## src/rtl/rom_load_pkg.sv

```systemverilog
// -----------------------------------------------------------------------------
// rom_load_pkg
// Shared types and constants for the ROM download controller.
//   state_t       : controller FSM states (IDLE, LOAD, HOLD, RUN)
//   REGION_*      : base/size of the four ROM regions in the download image
//   region_match  : one-hot region hit for a download byte address
// -----------------------------------------------------------------------------
package rom_load_pkg;

    localparam int ADDR_W       = 25;
    localparam int OFFSET_W     = 12;
    localparam int REGION_COUNT = 4;

    typedef enum logic [1:0] {
        IDLE = 2'd0,
        LOAD = 2'd1,
        HOLD = 2'd2,
        RUN  = 2'd3
    } state_t;

    // R0 program, R1 character, R2 sync PROM, R3 spare
    localparam logic [ADDR_W-1:0] REGION_BASE [REGION_COUNT] = '{
        25'h000_0000, 25'h000_1000, 25'h000_1800, 25'h000_1900
    };
    localparam logic [ADDR_W-1:0] REGION_SIZE [REGION_COUNT] = '{
        25'h000_1000, 25'h000_0800, 25'h000_0100, 25'h000_0100
    };

    function automatic logic [REGION_COUNT-1:0] region_match(input logic [ADDR_W-1:0] addr);
        logic [REGION_COUNT-1:0] hit;
        hit = '0;
        for (int i = 0; i < REGION_COUNT; i++) begin
            if (addr >= REGION_BASE[i] && addr < REGION_BASE[i] + REGION_SIZE[i]) begin
                hit[i] = 1'b1;
            end
        end
        return hit;
    endfunction

endpackage

```

## src/rtl/rom_load_ctrl_if.sv

```systemverilog
// -----------------------------------------------------------------------------
// rom_load_ctrl_if
// Download bus from hps_io plus the ROM write port it is turned into.
//   ioctl_download/ioctl_wr/ioctl_addr/ioctl_dout : byte stream from hps_io
//   rom_we/rom_addr/rom_data                      : registered region writes
// Modports: master = byte source / ROM sink, slave = rom_load_ctrl.
// -----------------------------------------------------------------------------
interface rom_load_ctrl_if;
    import rom_load_pkg::*;

    logic                    ioctl_download;
    logic                    ioctl_wr;
    logic [ADDR_W-1:0]       ioctl_addr;
    logic [7:0]              ioctl_dout;
    logic [REGION_COUNT-1:0] rom_we;
    logic [OFFSET_W-1:0]     rom_addr;
    logic [7:0]              rom_data;

    modport master (
        output ioctl_download, ioctl_wr, ioctl_addr, ioctl_dout,
        input  rom_we, rom_addr, rom_data
    );

    modport slave (
        input  ioctl_download, ioctl_wr, ioctl_addr, ioctl_dout,
        output rom_we, rom_addr, rom_data
    );

endinterface

```

## src/rtl/rom_region_decode.sv

```systemverilog
// -----------------------------------------------------------------------------
// rom_region_decode
// Combinational address decoder for the download image.
//   addr   in  : download byte address
//   match  out : one-hot region hit (all zero when out of range)
//   offset out : addr minus the base of the hit region (zero when no hit)
// -----------------------------------------------------------------------------
module rom_region_decode
    import rom_load_pkg::*;
(
    input  logic [ADDR_W-1:0]       addr,
    output logic [REGION_COUNT-1:0] match,
    output logic [OFFSET_W-1:0]     offset
);

    assign match = region_match(addr);

    always_comb begin
        // NOTE: every output of a combinational block gets a default first so no latch is inferred.
        offset = '0;
        for (int i = 0; i < REGION_COUNT; i++) begin
            if (match[i]) begin
                offset = OFFSET_W'(addr - REGION_BASE[i]);
            end
        end
    end

endmodule

```

## src/rtl/rom_load_ctrl.sv

```systemverilog
// -----------------------------------------------------------------------------
// rom_load_ctrl
// Steers the hps_io ROM download into four region write ports, checks the
// download length and holds the game core in reset until the image is in.
//   clk_sys, reset (sync, active-high)
//   bus        : rom_load_ctrl_if.slave (ioctl_* in, rom_we/rom_addr/rom_data out)
//   user_reset : OSD/button reset request, level
//   core_reset : reset to the game core, low only in RUN
//   oob_err    : sticky, a byte landed outside every region
//   size_err   : sticky, byte count differed from EXP_BYTES at end of download
// Optional feature macro ROM_CHECKSUM_EN adds checksum[7:0] and chk_ok; while
// chk_ok is low the core is never released.
// -----------------------------------------------------------------------------
module rom_load_ctrl
    import rom_load_pkg::*;
#(
    parameter int         RST_HOLD  = 16,
    parameter int         EXP_BYTES = 6656,
    parameter logic [7:0] EXP_SUM   = 8'h00
) (
    input  logic           clk_sys,
    input  logic           reset,
    rom_load_ctrl_if.slave bus,
    input  logic           user_reset,
    output logic           core_reset,
    output logic           oob_err,
    output logic           size_err
`ifdef ROM_CHECKSUM_EN
    ,
    output logic [7:0]     checksum,
    output logic           chk_ok
`endif
);

    state_t                  state;
    state_t                  next_state;
    logic                    dl_q;
    logic                    dl_rise;
    logic                    dl_fall;
    logic [7:0]              hold_cnt;
    logic [16:0]             byte_count;
    logic [REGION_COUNT-1:0] match;
    logic [OFFSET_W-1:0]     offset;
    logic                    hold_ok;
    logic                    enter_load;
    logic                    accept;

    rom_region_decode u_decode (
        .addr   (bus.ioctl_addr),
        .match  (match),
        .offset (offset)
    );

    assign dl_rise    = bus.ioctl_download & ~dl_q;
    assign dl_fall    = ~bus.ioctl_download & dl_q;
    assign accept     = (state == LOAD) && bus.ioctl_wr;
    assign enter_load = (next_state == LOAD) && (state != LOAD);

`ifdef ROM_CHECKSUM_EN
    assign hold_ok = chk_ok;
`else
    assign hold_ok = 1'b1;
    logic unused_exp_sum;
    assign unused_exp_sum = ^EXP_SUM;
`endif

    // ---------------------------------------------------------------- FSM
    always_ff @(posedge clk_sys) begin
        // NOTE: sequential state is always updated with non-blocking assignments.
        if (reset) begin
            state <= IDLE;
        end else begin
            state <= next_state;
        end
    end

    always_comb begin
        next_state = state;
        unique case (state)
            IDLE: if (dl_rise) next_state = LOAD;
            LOAD: if (dl_fall) next_state = HOLD;
            HOLD: begin
                if (dl_rise) begin
                    next_state = LOAD;
                end else if (!user_reset && hold_cnt == 8'd0 && hold_ok) begin
                    next_state = RUN;
                end
            end
            RUN: begin
                if (dl_rise) begin
                    next_state = LOAD;
                end else if (user_reset) begin
                    next_state = HOLD;
                end
            end
            default: next_state = IDLE;
        endcase
    end

    // Hold counter: cycles with user_reset high do not count toward the stretch,
    // so the core stays in reset for RST_HOLD cycles after the last request
    // cycle. Arriving from LOAD, the entry cycle itself is the first hold cycle.
    always_ff @(posedge clk_sys) begin
        if (reset) begin
            hold_cnt <= 8'd0;
        end else if (next_state == HOLD) begin
            if (user_reset) begin
                hold_cnt <= 8'(RST_HOLD);
            end else if (state != HOLD) begin
                hold_cnt <= 8'(RST_HOLD - 1);
            end else if (hold_cnt != 8'd0) begin
                hold_cnt <= hold_cnt - 8'd1;
            end
        end
    end

    // ----------------------------------------------------------- datapath
    always_ff @(posedge clk_sys) begin
        if (reset) begin
            // NOTE: dl_q follows the pin even in reset so a download still high
            // when reset drops is not mistaken for a new rising edge.
            dl_q         <= bus.ioctl_download;
            core_reset   <= 1'b1;
            bus.rom_we   <= '0;
            bus.rom_addr <= '0;
            bus.rom_data <= '0;
            byte_count   <= '0;
            oob_err      <= 1'b0;
            size_err     <= 1'b0;
        end else begin
            dl_q       <= bus.ioctl_download;
            core_reset <= (next_state != RUN);
            bus.rom_we <= '0;
            if (enter_load) begin
                byte_count <= '0;
                oob_err    <= 1'b0;
                size_err   <= 1'b0;
            end else begin
                if (accept) begin
                    if (byte_count != '1) begin
                        byte_count <= byte_count + 17'd1;
                    end
                    if (match == '0) begin
                        oob_err <= 1'b1;
                    end else begin
                        bus.rom_we   <= match;
                        bus.rom_addr <= offset;
                        bus.rom_data <= bus.ioctl_dout;
                    end
                end
                // Length is judged on the count before any byte strobed in the
                // same cycle as the download window closes.
                if (state == LOAD && next_state == HOLD) begin
                    size_err <= (byte_count != 17'(EXP_BYTES));
                end
            end
        end
    end

`ifdef ROM_CHECKSUM_EN
    always_ff @(posedge clk_sys) begin
        if (reset) begin
            checksum <= 8'h00;
            chk_ok   <= 1'b0;
        end else if (enter_load) begin
            checksum <= 8'h00;
            chk_ok   <= 1'b0;
        end else begin
            if (accept && match != '0) begin
                checksum <= checksum + bus.ioctl_dout;
            end
            if (state == LOAD && next_state == HOLD) begin
                chk_ok <= (checksum == EXP_SUM);
            end
        end
    end
`endif

endmodule

```

## src/flat_wrapper.sv

```systemverilog
// flat-port wrapper written by rule: the top's interface ports become plain ports
module rom_load_ctrl_flat import rom_load_pkg::*;
#(
    parameter int         RST_HOLD  = 16,
    parameter int         EXP_BYTES = 6656,
    parameter logic [7:0] EXP_SUM   = 8'h00
)
  (clk_sys, reset, user_reset, core_reset, oob_err, size_err, bus_ioctl_download, bus_ioctl_wr, bus_ioctl_addr, bus_ioctl_dout, bus_rom_we, bus_rom_addr, bus_rom_data);
  rom_load_ctrl_if bus_i ();
  input  logic clk_sys;
  input  logic reset;
  input  logic user_reset;
  output logic core_reset;
  output logic oob_err;
  output logic size_err;
  input wire logic [$bits(bus_i.ioctl_download)-1:0] bus_ioctl_download;
  input wire logic [$bits(bus_i.ioctl_wr)-1:0] bus_ioctl_wr;
  input wire logic [$bits(bus_i.ioctl_addr)-1:0] bus_ioctl_addr;
  input wire logic [$bits(bus_i.ioctl_dout)-1:0] bus_ioctl_dout;
  output wire logic [$bits(bus_i.rom_we)-1:0] bus_rom_we;
  output wire logic [$bits(bus_i.rom_addr)-1:0] bus_rom_addr;
  output wire logic [$bits(bus_i.rom_data)-1:0] bus_rom_data;
  assign bus_i.ioctl_download = bus_ioctl_download;
  assign bus_i.ioctl_wr = bus_ioctl_wr;
  assign bus_i.ioctl_addr = bus_ioctl_addr;
  assign bus_i.ioctl_dout = bus_ioctl_dout;
  assign bus_rom_we = bus_i.rom_we;
  assign bus_rom_addr = bus_i.rom_addr;
  assign bus_rom_data = bus_i.rom_data;
  rom_load_ctrl #(.RST_HOLD(RST_HOLD), .EXP_BYTES(EXP_BYTES), .EXP_SUM(EXP_SUM)) u_core (.clk_sys(clk_sys), .reset(reset), .bus(bus_i), .user_reset(user_reset), .core_reset(core_reset), .oob_err(oob_err), .size_err(size_err));
endmodule
```

## config.mk

```make
export PLATFORM = sky130hd
export DESIGN_NAME = rom_load_ctrl_flat
export DESIGN_NICKNAME = d
export VERILOG_FILES = /design/src/rtl/rom_load_pkg.sv /design/src/rtl/rom_load_ctrl_if.sv /design/src/rtl/rom_region_decode.sv /design/src/rtl/rom_load_ctrl.sv /design/src/flat_wrapper.sv
export SDC_FILE = /design/constraint.sdc
export NUM_CORES = 1
export LEC_CHECK = 0
export CORE_ASPECT_RATIO = 0.8
export CORE_MARGIN = 2
export CORE_UTILIZATION = 50
export DETAILED_ROUTE_END_ITERATION = 7
export GPL_TIMING_DRIVEN = 0
export PLACE_DENSITY = 0.86
export SLEW_MARGIN = 20
export SYNTH_ARGS = -nofsm -noshare
export SYNTH_HDL_FRONTEND = slang
export SYNTH_HIERARCHICAL = 1
export SYNTH_SLANG_ARGS = --single-unit
```

## constraint.sdc

```tcl
create_clock -name clk_sys -period 2.65 [get_ports clk_sys]
set_input_delay 0.265 -clock clk_sys [delete_from_list [all_inputs] [get_ports clk_sys]]
set_output_delay 0.265 -clock clk_sys [all_outputs]
set_load 0.01 [all_outputs]
```

# After elaboration in Yosys (flattened, before gate mapping)
# Cells that the tools add are included.
[word_totals]
ff_bits = 55
in_bits = 38
output_inout_bits = 27
elab_cells = 78
[classes]
add_sub_neg = 5
n_lt_le_gt_ge = 8
n_eq_ne = 10
muxes = 18
n_bitwise = 7
reduce_logical = 20
[op_table]
columns = ["operator", "count"]
rows = [
  ["25-bit by 13-bit less-than comparator with 1-bit output, second input constant", 4],
  ["25-bit by 13-bit greater-or-equal comparator with 1-bit output, second input constant", 3],
  ["12-bit 2-to-1 mux", 4],
  ["25-bit by 1-bit greater-or-equal comparator with 1-bit output, second input constant", 1],
  ["8-bit 2-to-1 mux", 3],
  ["12-bit subtractor, second input constant", 2],
  ["17-bit by 1-bit adder with 17-bit output, second input constant", 1],
  ["17-bit by 13-bit != test with 1-bit output, second input constant", 1],
  ["17-bit != test, second input constant", 1],
  ["2-bit 2-to-1 mux", 6],
  ["12-bit by 1-bit subtractor with 12-bit output, second input constant", 1],
  ["1-bit logical AND", 8],
  ["8-bit logical NOT", 1],
  ["2-bit case mux with 4 select lines", 1],
  ["8-bit nonzero test", 1],
  ["8-bit by 1-bit subtractor with 8-bit output, second input constant", 1],
  ["2-bit equality test, second input constant", 3],
  ["2-bit AND reduction", 3],
  ["1-bit NOT", 5],
  ["2-bit by 1-bit equality test with 1-bit output, second input constant", 2],
  ["4-bit logical NOT", 1],
  ["1-bit 2-to-1 mux", 4],
  ["2-bit != test, second input constant", 2],
  ["4-bit OR reduction", 1],
  ["7 further kinds", 8],
]

# Logic depth before layout (Yosys ltp)
# Gate-level depths: netlist of the first run.
[depth]
word_depth = 9
depth_mapped = 11
ltp_nobuf = 10

# By module
# Netlist of the first run, hierarchy kept.
[by_module_without_submodules]
columns = ["module", "instances", "cells_each", "area_each_um2", "seq_area_each_um2"]
rows = [
  ["rom_load_ctrl", 1, 298, 2461.1, 1101.1],
  ["rom_region_decode", 1, 40, 352.8, 0.0],
]

# Worst setup path before layout of the first run
# No wires, ideal clock.
[synth_timing]
path_type = "input port to flip-flop"
from = "input port bus_ioctl_addr[9]"
to = "register u_core.bus.rom_addr[0]"
setup_time_ns = 0.134
arrival_ns = 2.096
required_time_ns = 2.516
setup_slack_ns = 0.420
path_stages = 11
path_buffers = 1
path_cell_list = "inv_1 > ha_1 > nor4b_2 > nand4b_1 > o32ai_2 > and2_1 > nor4_1 > or3b_2 > clkbuf_1 > nand2_1 > a21oi_1"
[synth_via]
elab_cells_between_ends = 23
cone_classes = "order compare (8); mux (8); bitwise (1); reduce/logical (6)"
[synth_lines]
columns = ["element", "line", "rtl"]
rows = [
  ["from (decl)", "flat_wrapper.sv:18", "input wire logic [$bits(bus_i.ioctl_addr)-1:0] bus_ioctl_addr;"],
  ["25-bit by 13-bit greater-or-equal comparator with 1-bit output or 25-bit by 13-bit less-than comparator with 1-bit output (tied branches)", "rom_load_pkg.sv:33", "if (addr >= REGION_BASE[i] && addr < REGION_BASE[i] + REGION_SIZE[i]) begin"],
  ["1-bit logical AND (*)", "rom_load_pkg.sv:33", ""],
  ["1-bit 2-to-1 mux (*)", "rom_load_pkg.sv:33", ""],
  ["named net u_core.match[3]", "rom_load_ctrl.sv:42", "logic [REGION_COUNT-1:0] match;"],
  ["4-bit logical NOT", "rom_load_ctrl.sv:143", "if (match == '0) begin"],
  ["1-bit NOT (no line)", "--", ""],
  ["3-bit AND reduction (no line)", "--", ""],
  ["to (signal assigned)", "rom_load_ctrl.sv:147", "bus.rom_addr <= offset;"],
  ["to (decl)", "rom_load_ctrl_if.sv:26", "output rom_we, rom_addr, rom_data"],
]
# The timed path passes the listed nets; every way through them passes the cells marked *.
# A chain may end at the register's enable or synchronous reset.

# Worst setup path in the final report of the first run
[layout_timing]
from = "input port bus_ioctl_addr[24]"
to = "register u_core.bus.rom_addr[11]"
# Same word-level chain as after synthesis.

==> run summary, run 1 <==
Number of H-tree levels: 2. The tools report the number of buffers inserted for hold repair after clock tree synthesis as 0. The worst register-to-register path ends at u_core/byte_count[12]. The count of flip-flops with a built-in enable after synthesis came out at 0. Setup slack closes at 0.115 ns. TritonCTS built the clock tree. The number of cells traversed by the worst hold path was 3; the final count of hold timing violations was 0.

STA classifies the critical path endpoint as a register. The core region is 0.00544 mm2. In this run the static leakage power is 1.26 nW.

OpenSTA, run right after detailed placement, puts the worst setup slack at -0.480 ns. The library cells used most frequently in the layout, excluding fill and tap cells, are sky130_fd_sc_hd__clkdlybuf4s50_1, sky130_fd_sc_hd__nand2_1, sky130_fd_sc_hd__dfxtp_1. The clock-pin slew on the worst setup and hold paths is 0.09 ns. The tools report the aggregate routed wire length as 7050 um. The final number of max-transition violations was 0. The net count of the finished layout is 459. Summed over all nets, the switching power comes to 360 uW.

In the finished design, the share of the clock period the worst path needs comes to 95.7%. After synthesis, the share of flip-flops with an asynchronous set or reset is 0%. Counting the buffers created by CTS gives 5. The floorplan step defined a die boundary enclosing 0.00625 mm2. In this run the worst hold path is classified as in -> reg.

Setup violations remaining at the end of the flow were counted as 0. Once layout is complete, the cells apart from fillers number 491. Hold timing on the final database bottoms out at a slack of 0.452 ns. The maximum number of pins on one net before global-route repair is 17, and the insertion delay to the later sink of the worst-skew pair is 0.31 ns.

Nature of the critical path startpoint: an input port. From synthesis to final layout, the design area changed by 32.4%. Flip-flop and latch count after synthesis: 55. Per report_power, the sequential group accounts for 53.9% of the total.

The relative contribution of the clock network to total power came out at 34.6%. In this run the critical register-to-register path is launched from u_core/byte_count[8]. The layout cell share with drive strength beyond 1 is 10.2%, and the cell count after synthesis is 338. The layout has 427 filler cells.

The time the final worst path needs with I/O delays and setup is 2.54 ns. Combinational cells account for 11.5% of the total power. Largest fanout on the critical path: 10. The initial utilization of the core area, before any placement, comes to 51.8%. Measured along the x axis, the die boundary spans 87.9 um.

For this run, the number of Yosys warnings is 6. The run gives 22.6% as the total global-route track usage. The library cell contributing the largest single delay on the critical path is sky130_fd_sc_hd__or3b_2. In this run the cell area of the synthesized design comes to 0.00281 mm2. The HPWL after detailed placement is 5230 um. For this run, the slowest stage of the critical path takes 0.51 ns. Once detail routing completed, the nets flagged for antenna violations numbered 0. The run gives 2,555 as the via count of the first global-routing pass. The tools report the clock root buffer as sky130_fd_sc_hd__clkbuf_8. The sequential element share of the synthesized area was 39.1%.

Walking the worst path, the cells encountered are clkdlybuf4s50_1 -> nor4_4 -> nand3_4 -> a31oi_4 -> buf_6 -> and2_4 -> nor4_2 -> or3b_2 -> clkbuf_4 -> nand2_1 -> a21oi_1. The internal power of the cells totals 1.20 mW. The number of I/O pins came out at 65.

When the netlist entered floorplanning its net count stood at 384. The tools report the cell total after placement as 480. The logs give 0 for the post-detailed-route DRC marker count and 0 for the number of antenna cells inserted. The run finished with clean final reports. Data on the critical path is required at its endpoint by 2.82 ns. In this run the most critical hold path is launched from bus_ioctl_addr[8].

The remaining max-slew budget at the tightest pin is 66.4%, and the total number of clock tree sinks is 55. Overall power: 1.56 mW. The data arrival at the endpoint of the critical path was 2.71 ns; the quantity of I/O buffers inserted on ports was 64.

The first global-routing pass estimated 11,500 um of wire. The post-synthesis average cell area was 8.33 um2; the overall overflow remaining after global route was 0. Net switching is 23.1% of the power. The max-capacitance violation count was 0. The first detailed-routing pass took 5 iterations. Detailed routing inserted a total of 2,751 vias. The vertical extent of the die is 71.1 um, and the post-detailed-route via-to-cell ratio is 5.60.

The logs give 63 for the post-synthesis cell type count and 0 for the initial antenna violation count. Across the routed clock network, the largest skew measured is 0.0133 ns. No sink is reached through more buffers than the 2 on the longest clock path. The worst register-to-register path has a setup slack of 0.18 ns. The first-iteration detailed-routing DRC count came out at 210. Transition time at the pin with the least slew margin: 0.498 ns.

For the weighted congestion reported at the end of routability-driven placement, the log shows 0.861. Critical setup path kind: in -> reg. The initialized floorplan defines 24 standard-cell rows.

Most used flip-flop cell after synthesis: sky130_fd_sc_hd__dfxtp_1. For this design the ratio of total power to cell area is 419 mW/mm2. For hold timing, the worst endpoint is u_core/bus.rom_we[2].

The peak ir drop on the vdd network was 0.274 mV; the achievable frequency was 394 MHz. The mean routed wirelength per cell is 14.4 um, and the depth of the worst register-to-register path is 9.
[cell usage after synthesis, drive strengths merged (7+ instances only)]
| cell type | n | share of area (%) |
|---|---|---|
| nand2 | 64 | 8.6 |
| dfxtp | 55 | 39 |
| a21oi | 38 | 6.9 |
| nor2 | 19 | 2.5 |
| and2 | 13 | 2.9 |
| inv | 13 | 1.7 |
| nand3 | 12 | 2.6 |
| nor4 | 12 | 4.3 |
| ha | 8 | 3.6 |
| nand4 | 8 | 1.8 |
| buf | 7 | 1.6 |
| clkbuf | 7 | 0.93 |
| o21ai | 7 | 1.2 |
| or3 | 7 | 1.6 |
[power by group through the flow]
| stage | Clock [mW] | Sequential (mW) | Combinational (mW) |
|---|---|---|---|
| global route | 0.585 | 0.842 | 0.196 |
| finish | 0.540 | 0.841 | 0.179 |
| floorplan | 0 | 0.859 | 0.0795 |
| detailed placement | 0 | 0.860 | 0.174 |
| global placement | 0 | 0.859 | 0.168 |
| CTS | 0.555 | 0.840 | 0.176 |
[metrics by stage]
stage               area (um2)  TNS [ns]  utilization [%]
floorplan                 2810         0                -
global placement          3550     -7.58             65.4
detailed placement        3550    -10.09             65.4
CTS                       3690         0             67.8
global route              3720  -0.00884             68.5
finish                    3720         0             68.5
[sequential cells by signal, summed over array words and instances (netlist names)]
signal,count
u_core/core_reset,1
u_core/bus.rom_we,4
u_core/size_err,1
u_core/bus.rom_data,8
u_core/hold_cnt,8
u_core/state,2
u_core/byte_count,17
u_core/oob_err,1
u_core/dl_q,1
u_core/bus.rom_addr,12
[worst max path at each step]
stage | endpoint | cells past startpoint | startpoint
final | u_core/bus.rom_addr[11] | 11 | bus_ioctl_addr[24]
after global routing | u_core/bus.rom_addr[11] | 11 | bus_ioctl_addr[24]
after CTS | u_core/bus.rom_addr[11] | 11 | bus_ioctl_addr[8]
after detailed placement | u_core/bus.rom_addr[11] | 12 | bus_ioctl_addr[9]
after global placement | u_core/bus.rom_addr[6] | 12 | bus_ioctl_addr[9]
after floorplan | u_core/bus.rom_addr[0] | 11 | bus_ioctl_addr[9]
[cells by family after synthesis]
logic type | after synthesis | share of synthesized area (%)
adder cells (fa/ha/maj) | 8 | 3.56
AO/OA/AOI/OAI | 71 | 16.8
flip-flops | 55 | 39.1
XOR/XNOR | 7 | 2.18
AND/OR/NAND/NOR | 168 | 33.3
multiplexers | 2 | 0.756
buffers and inverters | 27 | 4.27
[worst max-delay path, delay by kind of cell]
family / cells / cell delay [ns]
AOI/OAI and AO/OA: 2 / 0.30
buffers and inverters: 3 / 0.81
and+or+nand+nor: 6 / 1.34
[cell type report]
class | count | area (um2) | share of cell area (%)
Buffer | 14 | 76.3 | 2.05
Clock buffer | 5 | 68.8 | 1.85
Tap cell | 78 | 97.6 | 2.62
Clock inverter | 2 | 37.5 | 1.01
Sequential cell | 55 | 1100 | 29.6
Multi-Input combinational cell | 256 | 1620 | 43.5
Inverter | 13 | 48.8 | 1.31
Timing Repair Buffer | 68 | 673 | 18.1
[repair_timing]
item                       in CTS  in global routing
buffers inserted                1                  3
gates resized for setup         4                  7
setup endpoints to repair      20                 20
pin swaps                       2                  4
[per-layer routing]
| metal | global-route usage, % | wire (um) | vias up |
|---|---|---|---|
| met1 | 30.1 | 3160 | 1277 |
| met2 | 37.7 | 3340 | 108 |
| met3 | 4.32 | 453 | 16 |
| met5 | 0 | 0 | - |
| li1 | - | - | 1350 |
| met4 | 6.15 | 91 | 0 |
No activity file was read; power rests on OpenSTA's default activity.
==> inputs of run 2 (changes only) <==
--- a/config.mk
+++ b/config.mk
@@ -5,12 +5,13 @@
 export SDC_FILE = /design/constraint.sdc
 export NUM_CORES = 1
 export LEC_CHECK = 0
+export ABC_AREA = 1
 export CORE_ASPECT_RATIO = 0.8
 export CORE_MARGIN = 2
-export CORE_UTILIZATION = 50
+export CORE_UTILIZATION = 46
 export DETAILED_ROUTE_END_ITERATION = 7
 export GPL_TIMING_DRIVEN = 0
-export PLACE_DENSITY = 0.86
+export PLACE_DENSITY = 0.82
 export SLEW_MARGIN = 20
 export SYNTH_ARGS = -nofsm -noshare
 export SYNTH_HDL_FRONTEND = slang
==> constraint.sdc (replaced) <==
create_clock -name clk_sys -period 2.2 [get_ports clk_sys]
set_input_delay 0.22 -clock clk_sys [delete_from_list [all_inputs] [get_ports clk_sys]]
set_output_delay 0.22 -clock clk_sys [all_outputs]
set_load 0.01 [all_outputs]
==> run 2 against run 1 <==
  * Largest cell class unchanged
  * Clock skew fell by 0.0059 ns
  * Sequential power increased by 21%
  * Utilization is 7.6 points lower
  * Clock power hardly changed
  * Count of clock-buffer cells in the layout grew 1
  * Synthesized cell count grew 36%
  * Sequential share of layout area decreased by 1.1 points
==> run summary, run 2 <==
The run finished with clean final reports. The tools report the achievable frequency as 495 MHz. The total global-route track usage was 21.1% (-1.5 points); the post-synthesis average cell area was 6.56 um2 (-21%). The tools report the number of buffers created by CTS as 5 (unchanged).

The tools report the total number of clock tree sinks as 55 (unchanged). The number of H-tree levels was 2 (unchanged). The largest fanout on the critical path works out to 10 (unchanged). The library cells used most frequently in the layout, excluding fill and tap cells, are sky130_fd_sc_hd__nor2_1, sky130_fd_sc_hd__nand2_1, sky130_fd_sc_hd__inv_1. The time the final worst path needs with I/O delays and setup was 2.02 ns. Area fraction of the dominant cell type after synthesis: 36.7% (-2.5 points).

The first-pass GRT wire length was 12,500 um (+8.0%). For the cell count after synthesis, the log shows 458 (+36%). The tools report the relative contribution of the clock network to total power as 29.8% (-4.8 points).

The logs give 1.81 mW (+16%) for the overall power and 504 (+31%) for the synthesized netlist net count. The peak ir drop on the vdd network is 0.217 mV (-21%). The aggregate routed wire length came out at 7120 um (+1.0%).

The number of fill cells in the layout was 619 (+45%); the final number of max-transition violations was 0 (unchanged). The simple-gate share of the synthesized area came out at 35.8% (+2.5 points). By area, the combinational part of the netlist is dominated by simple AND/OR/NAND/NOR gates. The run gives 0 ns (unchanged) as the post-route setup TNS. Yosys attributes the largest share of cell area to sky130_fd_sc_hd__dfxtp_1, sky130_fd_sc_hd__nor2_1, sky130_fd_sc_hd__nand2_1. Flip-flop count of the largest register, all copies and words added: 17 (unchanged).

The post-synthesis cell type count came out at 33 (-48%). The number of buffers inserted for hold repair after clock tree synthesis was 0 (unchanged); the weighted congestion reported at the end of routability-driven placement was 0.911 (+5.9%). The combinational share of power came out at 13.7% (+2.2 points).

Overall overflow remaining after global route: 0 (unchanged). Post-detailed-route DRC marker count: 0 (unchanged). Counting flops per register, the top entry is u_core/byte_count. The xor and xnor area share after synthesis is 1.17% (-1.0 points). Leaving out fill and tap cells, the most frequent cell in the layout is sky130_fd_sc_hd__nor2_1. The largest registers in the layout are u_core/byte_count x17, u_core/bus.rom_addr x12. The clock root buffer was sky130_fd_sc_hd__clkbuf_8.

The run gives 56.4% (+2.5 points) as the register share of total power. Most used flip-flop cell after synthesis: sky130_fd_sc_hd__dfxtp_1. The depth of the worst register-to-register path is 10 (+1), and the post-detailed-route via-to-cell ratio is 4.87 (-13%). sky130_fd_sc_hd__nor2_1 is the most common cell in the netlist. The post-synthesis share of cell area spent on full adders, half adders and majority gates came out at 3.33% (-0.22 points).

The max-capacitance violation count was 0 (unchanged); the maximum clock insertion buffer count was 2 (unchanged). The logs give 0.00719 mm2 (+15%) for the area of the die and 577 (+26%) for the layout net count. Initial antenna violation count: 0 (unchanged). Cell area power density: 468 mW/mm2 (+12%). The final period utilization is 91.8%, and the worst-case hold slack is 0.415 ns (-0.0366 ns).

The logs give 47.3% (-4.4 points) for the initial core utilization and 0 (unchanged) for the number of antenna cells inserted. The die extent in x works out to 94.3 um (+7.3%). The share of total power consumed by net switching works out to 25.6% (+2.5 points). The number of warnings printed during yosys synthesis is 6 (unchanged), and the switching component of the power is 464 uW (+29%). For the number of placement rows, the log shows 26 (+8.3%).

Setup repair after global routing left no endpoint under its margin. The quantity of I/O buffers inserted on ports was 64 (unchanged). The final count of hold timing violations came out at 0 (unchanged).

The vertical extent of the die is 76.3 um (+7.3%). The final antenna-violating net count came out at 0 (unchanged). The post-synthesis async set-or-reset flop share was 0% (unchanged); the maximum number of pins on one net before global-route repair was 17 (unchanged). Area fraction in compound gates after synthesis: 11.3% (-5.6 points).

TritonCTS built the clock tree. Number of cells traversed by the worst hold path: 1 (-2). The mean routed wirelength per cell works out to 11.6 um (-19%). The via count of the first global-routing pass is 2,893 (+13%). The remaining max-slew budget at the tightest pin is 72.5% (+6.1 points), and the cell total after placement is 606 (+26%). The mapped cell area was 0.00300 mm2 (+6.7%); the number of I/O pins was 65 (unchanged). For the insertion delay to the later sink of the worst-skew pair, the log shows 0.30 ns (about the same). The tools report the data arrival at the endpoint of the critical path as 2.22 ns (-0.49 ns). The clock-pin slew on the worst setup and hold paths works out to 0.10 ns (about the same).

The tools report the data required time of the worst path as 2.40 ns (-0.42 ns). The logs give 2,997 (+8.9%) for the number of vias in the routed layout and 36.7% (-2.5 points) for the sequential element share of the synthesized area. The worst setup path is captured at a register.

Internal power component: 1.35 mW (+12%). The growth of design area from synthesis to finish works out to 28.8%. The leakage power figure was 1.56 nW (+24%). The placeable core region is 0.00634 mm2 (+17%). The first-iteration detailed-routing DRC count was 161 (-23%); the transition time at the pin with the least slew margin was 0.411 ns (-0.0864 ns). The detailed-router iteration count before antenna repair was 4 (-1). The layout cell share with drive strength beyond 1 works out to 9.40% (-0.77 points). In the synthesized netlist, the cells that appear most often are sky130_fd_sc_hd__nor2_1, sky130_fd_sc_hd__nand2_1, sky130_fd_sc_hd__inv_1.

The run gives 0.00734 ns (-0.00594 ns) as the final worst clock skew. By startpoint and endpoint, the worst setup path is classified as in -> reg. The type of the most critical hold path was in -> reg.

The largest area contributor in the netlist is sky130_fd_sc_hd__dfxtp_1. The logs give 5530 um (+5.7%) for the HPWL after detailed placement and 616 (+25%) for the non-filler instance count after layout. The proportion of synthesized area in mux cells is 0% (-0.76 points).

The flip-flop and latch count after synthesis came out at 55 (unchanged). The run gives 0 (unchanged) as the number of setup violations in the final report. The worst setup path is launched from an input port.

The count of flip-flops with a built-in enable after synthesis was 0 (unchanged).
## run 2: through the flow
step                area [um2]  setup slack (ns)  utilization [%]
floorplan                 3000             0.507                -
global placement          3750            -0.126             59.1
detailed placement        3750            -0.187             59.1
CTS                       3830             0.114             60.4
global route              3870            0.0236             60.9
finish                    3870             0.181             60.9
## run 2: worst paths after layout
| check | start | to | slack, ns |
|---|---|---|---|
| min reg2reg | u_core/byte_count[4] | u_core/byte_count[5] | 0.49 |
| min | bus_ioctl_download | u_core/dl_q | 0.42 |
| max | bus_ioctl_addr[8] | u_core/bus.rom_addr[7] | 0.18 |
| max reg2reg | u_core/byte_count[0] | u_core/byte_count[4] | 0.24 |
## run 2: power groups by stage
stage | Clock (mW) | Combinational [mW] | Sequential, mW
floorplan | 0 | 0.138 | 1.04
global placement | 0 | 0.240 | 1.04
detailed placement | 0 | 0.247 | 1.04
CTS | 0.569 | 0.249 | 1.02
global route | 0.617 | 0.278 | 1.02
finish | 0.540 | 0.249 | 1.02
## run 2: critical path: stages
cell and delay, ns:
sky130_fd_sc_hd__clkdlybuf4s50_1 0.56, sky130_fd_sc_hd__ha_1 0.18, sky130_fd_sc_hd__nand4_1 0.09, sky130_fd_sc_hd__nor2_1 0.10
sky130_fd_sc_hd__nand2_1 0.07, sky130_fd_sc_hd__nand2_1 0.13, sky130_fd_sc_hd__nand2_2 0.11, sky130_fd_sc_hd__inv_2 0.07
sky130_fd_sc_hd__inv_1 0.05, sky130_fd_sc_hd__nand4_1 0.10, sky130_fd_sc_hd__nand2_1 0.08, sky130_fd_sc_hd__clkbuf_2 0.19
sky130_fd_sc_hd__o21ai_0 0.21, sky130_fd_sc_hd__nor2_1 0.06
## run 2: layout make-up
| type | instances | area (um2) | share of cell area, % |
|---|---|---|---|
| clock buffers | 6 | 72.6 | 1.88 |
| multi-input cells | 316 | 1560 | 40.4 |
| plain buffers | 9 | 60.1 | 1.55 |
| clock inverters | 2 | 12.5 | 0.324 |
| well taps | 84 | 105 | 2.72 |
| inverters | 78 | 299 | 7.73 |
| repair buffers | 66 | 656 | 17.0 |
| flip-flops and latches | 55 | 1100 | 28.5 |
## run 2: routing by layer
metal  track usage, %  share of wire, %
met5                0                 0
met4             5.22              0.63
met3             5.93               6.4
met2             35.1                48
met1             27.0                45
## run 2: kinds of logic after synthesis
logic type / count (synthesis)
adders and majority gates: 8
and+or+nand+nor: 240
DFF: 55
AOI/OAI and AO/OA: 64
xor gates and xnor gates: 4
buffers and inverters: 87
## run 2: timing repair
item                                    4_1_cts  5_1_grt
resized for setup                             0        9
setup buffers                                 0        2
hold endpoints to repair                      0        0
endpoints found under the setup margin        0       29
==> inputs of run 3 (changes only) <==
--- a/config.mk
+++ b/config.mk
@@ -8,10 +8,11 @@
 export ABC_AREA = 1
 export CORE_ASPECT_RATIO = 0.8
 export CORE_MARGIN = 2
-export CORE_UTILIZATION = 46
+export CORE_UTILIZATION = 55
 export DETAILED_ROUTE_END_ITERATION = 7
+export DONT_BUFFER_PORTS = 1
 export GPL_TIMING_DRIVEN = 0
-export PLACE_DENSITY = 0.82
+export PLACE_DENSITY = 0.79
 export SLEW_MARGIN = 20
 export SYNTH_ARGS = -nofsm -noshare
 export SYNTH_HDL_FRONTEND = slang
==> run 3 against run 2 <==
  * Critical path depth decreased by 4
  * Sequential share of layout area increased by 5.8 points
  * Wire length decreased by 8.7%
  * Clock skew decreased by 0.0034 ns
  * Fmax increased by 1.8%
  * Sequential cell count unchanged
  * Combinational power decreased by 30%
==> run summary, run 3 (synthesis results as in run 2) <==
Relative to the synthesized area, the layout overhead comes to 7.08%. The overall power is 1.81 mW (-0.30%), and the mean routed wirelength per cell is 12.2 um (+5.6%). The cell count along the critical path was 10 (-4); the transition time at the pin with the least slew margin was 0.402 ns (-0.00923 ns).

The achievable frequency is 504 MHz (+1.8%), and the layout cell share with drive strength beyond 1 is 10.0% (+0.64 points). The final worst clock skew came out at 0.00394 ns (-0.00340 ns). The logs give 0 (unchanged) for the initial antenna violation count and 2 (unchanged) for the maximum clock insertion buffer count.

The flip-flop count of the largest register, all copies and words added is 17 (unchanged), and the number of placement rows is 24 (-7.7%). For the reg2reg setup slack, the log shows 0.22 ns (-0.02 ns). The critical path capture point type is a register. The peak ir drop on the vdd network came out at 0.314 mV (+45%). The number of cells traversed by the worst hold path was 2 (+1); the number of H-tree levels was 2 (unchanged). u_core/byte_count holds more flip-flops than any other register. The run gives 2.40 ns (about the same) as the data required time of the worst path.

Post-route setup TNS: 0 ns (unchanged). The run gives 0 (unchanged) as the post-detailed-route DRC marker count. TritonCTS built the clock tree. The weighted congestion reported at the end of routability-driven placement came out at 0.870 (-4.5%). The endpoint identified for the worst register-to-register timing path is u_core/byte_count[14].

The tools report the final antenna-violating net count as 0 (unchanged). The vertical extent of the die was 70.1 um (-8.1%). The post-CTS setup buffer count came out at 0 (unchanged). For the leakage power figure, the log shows 1.34 nW (-15%). Initial core utilization: 56.2% (+8.8 points). The depth of the worst register-to-register path works out to 10 (unchanged). The run gives 0 (unchanged) as the final count of hold timing violations. Setup repair after global routing left no endpoint under its margin. The number of setup violations in the final report is 0 (unchanged). The run gives 0 (unchanged) as the final number of max-transition violations. Leaving out fill and tap cells, the most frequent cell in the layout is sky130_fd_sc_hd__nor2_1.

The logs give 2,582 (-11%) for the via count of the first global-routing pass and 6510 um (-8.7%) for the aggregate routed wire length. The biggest cell delay along the critical path was 0.42 ns (-0.14 ns). The cell area power density works out to 561 mW/mm2 (+20%).

Die extent in x: 86.6 um (-8.2%). The library cell contributing the largest single delay on the critical path was sky130_fd_sc_hd__dfxtp_1. The non-filler instance count after layout was 533 (-13%); the layout net count was 513 (-11%).

The final period utilization works out to 90.2% (-1.6 points). The utilization of the core after routing was 60.2% (-0.79 points); the HPWL after detailed placement was 4980 um (-9.9%). The category of cells accounting for the largest share of critical-path delay was simple AND/OR/NAND/NOR gates. The critical path goes through ha_1 -> nand4_1 -> nor4_2 -> ha_1 -> inv_1 -> nand2_2 -> clkinv_2 -> buf_6 -> nand2_1 -> a21oi_1. In this run the most critical hold path is launched from bus_ioctl_dout[2]. Number of antenna cells inserted: 0 (unchanged). The worst hold path terminates at u_core/bus.rom_data[2]. The number of I/O pins was 65 (unchanged).

Total global-route track usage: 22.8% (+1.7 points). The largest fanout on the critical path is 10 (unchanged). The detailed-router iteration count before antenna repair came out at 5 (+1). The cell total after placement came out at 523 (-14%). The run gives 0 (unchanged) as the overall overflow remaining after global route. The worst-case hold slack was 0.0778 ns (-0.337 ns). The largest registers in the layout are u_core/byte_count x17, u_core/bus.rom_addr x12. The sum of buffers and inverters on the critical path was 3 (-1). By instance count, the cell type seen most on the critical path is sky130_fd_sc_hd__ha_1. The area of the die was 0.00607 mm2 (-16%); the remaining max-slew budget at the tightest pin was 73.1% (+0.62 points). The insertion delay to the later sink of the worst-skew pair is 0.31 ns (about the same).

The first-pass GRT wire length is 11,200 um (-9.7%), and the data arrival at the endpoint of the critical path is 2.18 ns (-0.04 ns). The path class of the tightest hold or removal check is in -> reg. For the number of buffers created by CTS, the log shows 5 (unchanged). The critical setup path kind is reg -> reg. The maximum number of pins on one net before global-route repair is 16 (-1).

The first-iteration detailed-routing DRC count came out at 189 (+17%). In this run the critical register-to-register path is launched from u_core/byte_count[0]. The clock-pin slew on the worst setup and hold paths is 0.09 ns (about the same). The nature of the critical path startpoint was a register. For the max-capacitance violation count, the log shows 0 (unchanged). In the layout the commonest cells are sky130_fd_sc_hd__nor2_1, sky130_fd_sc_hd__nand2_1, sky130_fd_sc_hd__inv_1. For the number of vias in the routed layout, the log shows 2,787 (-7.0%). The post-detailed-route via-to-cell ratio was 5.23 (+7.5%). Placeable core region: 0.00535 mm2 (-16%). The time the final worst path needs with I/O delays and setup works out to 1.98 ns (-0.0353 ns).

The run finished with clean final reports. The quantity of I/O buffers inserted on ports came out at 0 (-100%). The total number of clock tree sinks came out at 55 (unchanged). The clock root buffer is sky130_fd_sc_hd__clkbuf_8.
run 3: worst max-delay path by stage:
stage,startpoint,end,slack [ns]
floorplan,u_core/byte_count[9],u_core/byte_count[8],0.51
detailed placement,u_core/byte_count[9],u_core/byte_count[14],0.15
CTS,u_core/byte_count[9],u_core/byte_count[6],0.13
finish,u_core/byte_count[0],u_core/byte_count[14],0.22
global route,u_core/byte_count[0],u_core/byte_count[6],0.009
global placement,u_core/byte_count[9],u_core/byte_count[8],0.18
run 3: timing repair:
action | 4_1_cts | 5_1_grt
hold buffers | 2 | 0
gates resized for setup | 0 | 2
endpoints found under the setup margin | 0 | 14
endpoints found under the hold margin | 6 | 0
run 3: cell type report:
type | instances | area, um2
inverter | 78 | 299
sequential | 55 | 1100
multi-input combinational | 316 | 1560
fill | 524 | 2130
clock buffer | 8 | 100
tap | 65 | 81.3
timing repair buffer | 2 | 20.0
buffer | 9 | 53.8
run 3: power by group:
| group | internal, mW | switching [mW] |
|---|---|---|
| combinational | 0.0575 | 0.117 |
| clock | 0.288 | 0.321 |
| sequential | 1.01 | 0.0129 |
| total | 1.35 | 0.450 |
run 3: worst reg2reg max path: stages (launching register included):
cell and delay [ns]:
sky130_fd_sc_hd__dfxtp_1 0.42, sky130_fd_sc_hd__ha_1 0.25, sky130_fd_sc_hd__nand4_1 0.14, sky130_fd_sc_hd__nor4_2 0.29
sky130_fd_sc_hd__ha_1 0.20, sky130_fd_sc_hd__inv_1 0.05, sky130_fd_sc_hd__nand2_2 0.10, sky130_fd_sc_hd__clkinv_2 0.12
sky130_fd_sc_hd__buf_6 0.16, sky130_fd_sc_hd__nand2_1 0.08, sky130_fd_sc_hd__a21oi_1 0.06
run 3: per-layer routing:
layer	share of wire, %	vias to the layer above	global-route usage (%)
met2	44	99	35.6
met4	0.85	0	6.60
met5	0	-	0
met3	8.5	4	7.09
met1	47	1235	30.4
li1	-	1449	-
run 3: per-stage QoR:
| stage | setup slack [ns] | cell area (um2) |
|---|---|---|
| finish | 0.216 | 3220 |
| global route | 0.00885 | 3220 |
| CTS | 0.134 | 3200 |
| detailed placement | 0.153 | 3080 |
| global placement | 0.182 | 3080 |
| floorplan | 0.507 | 3000 |
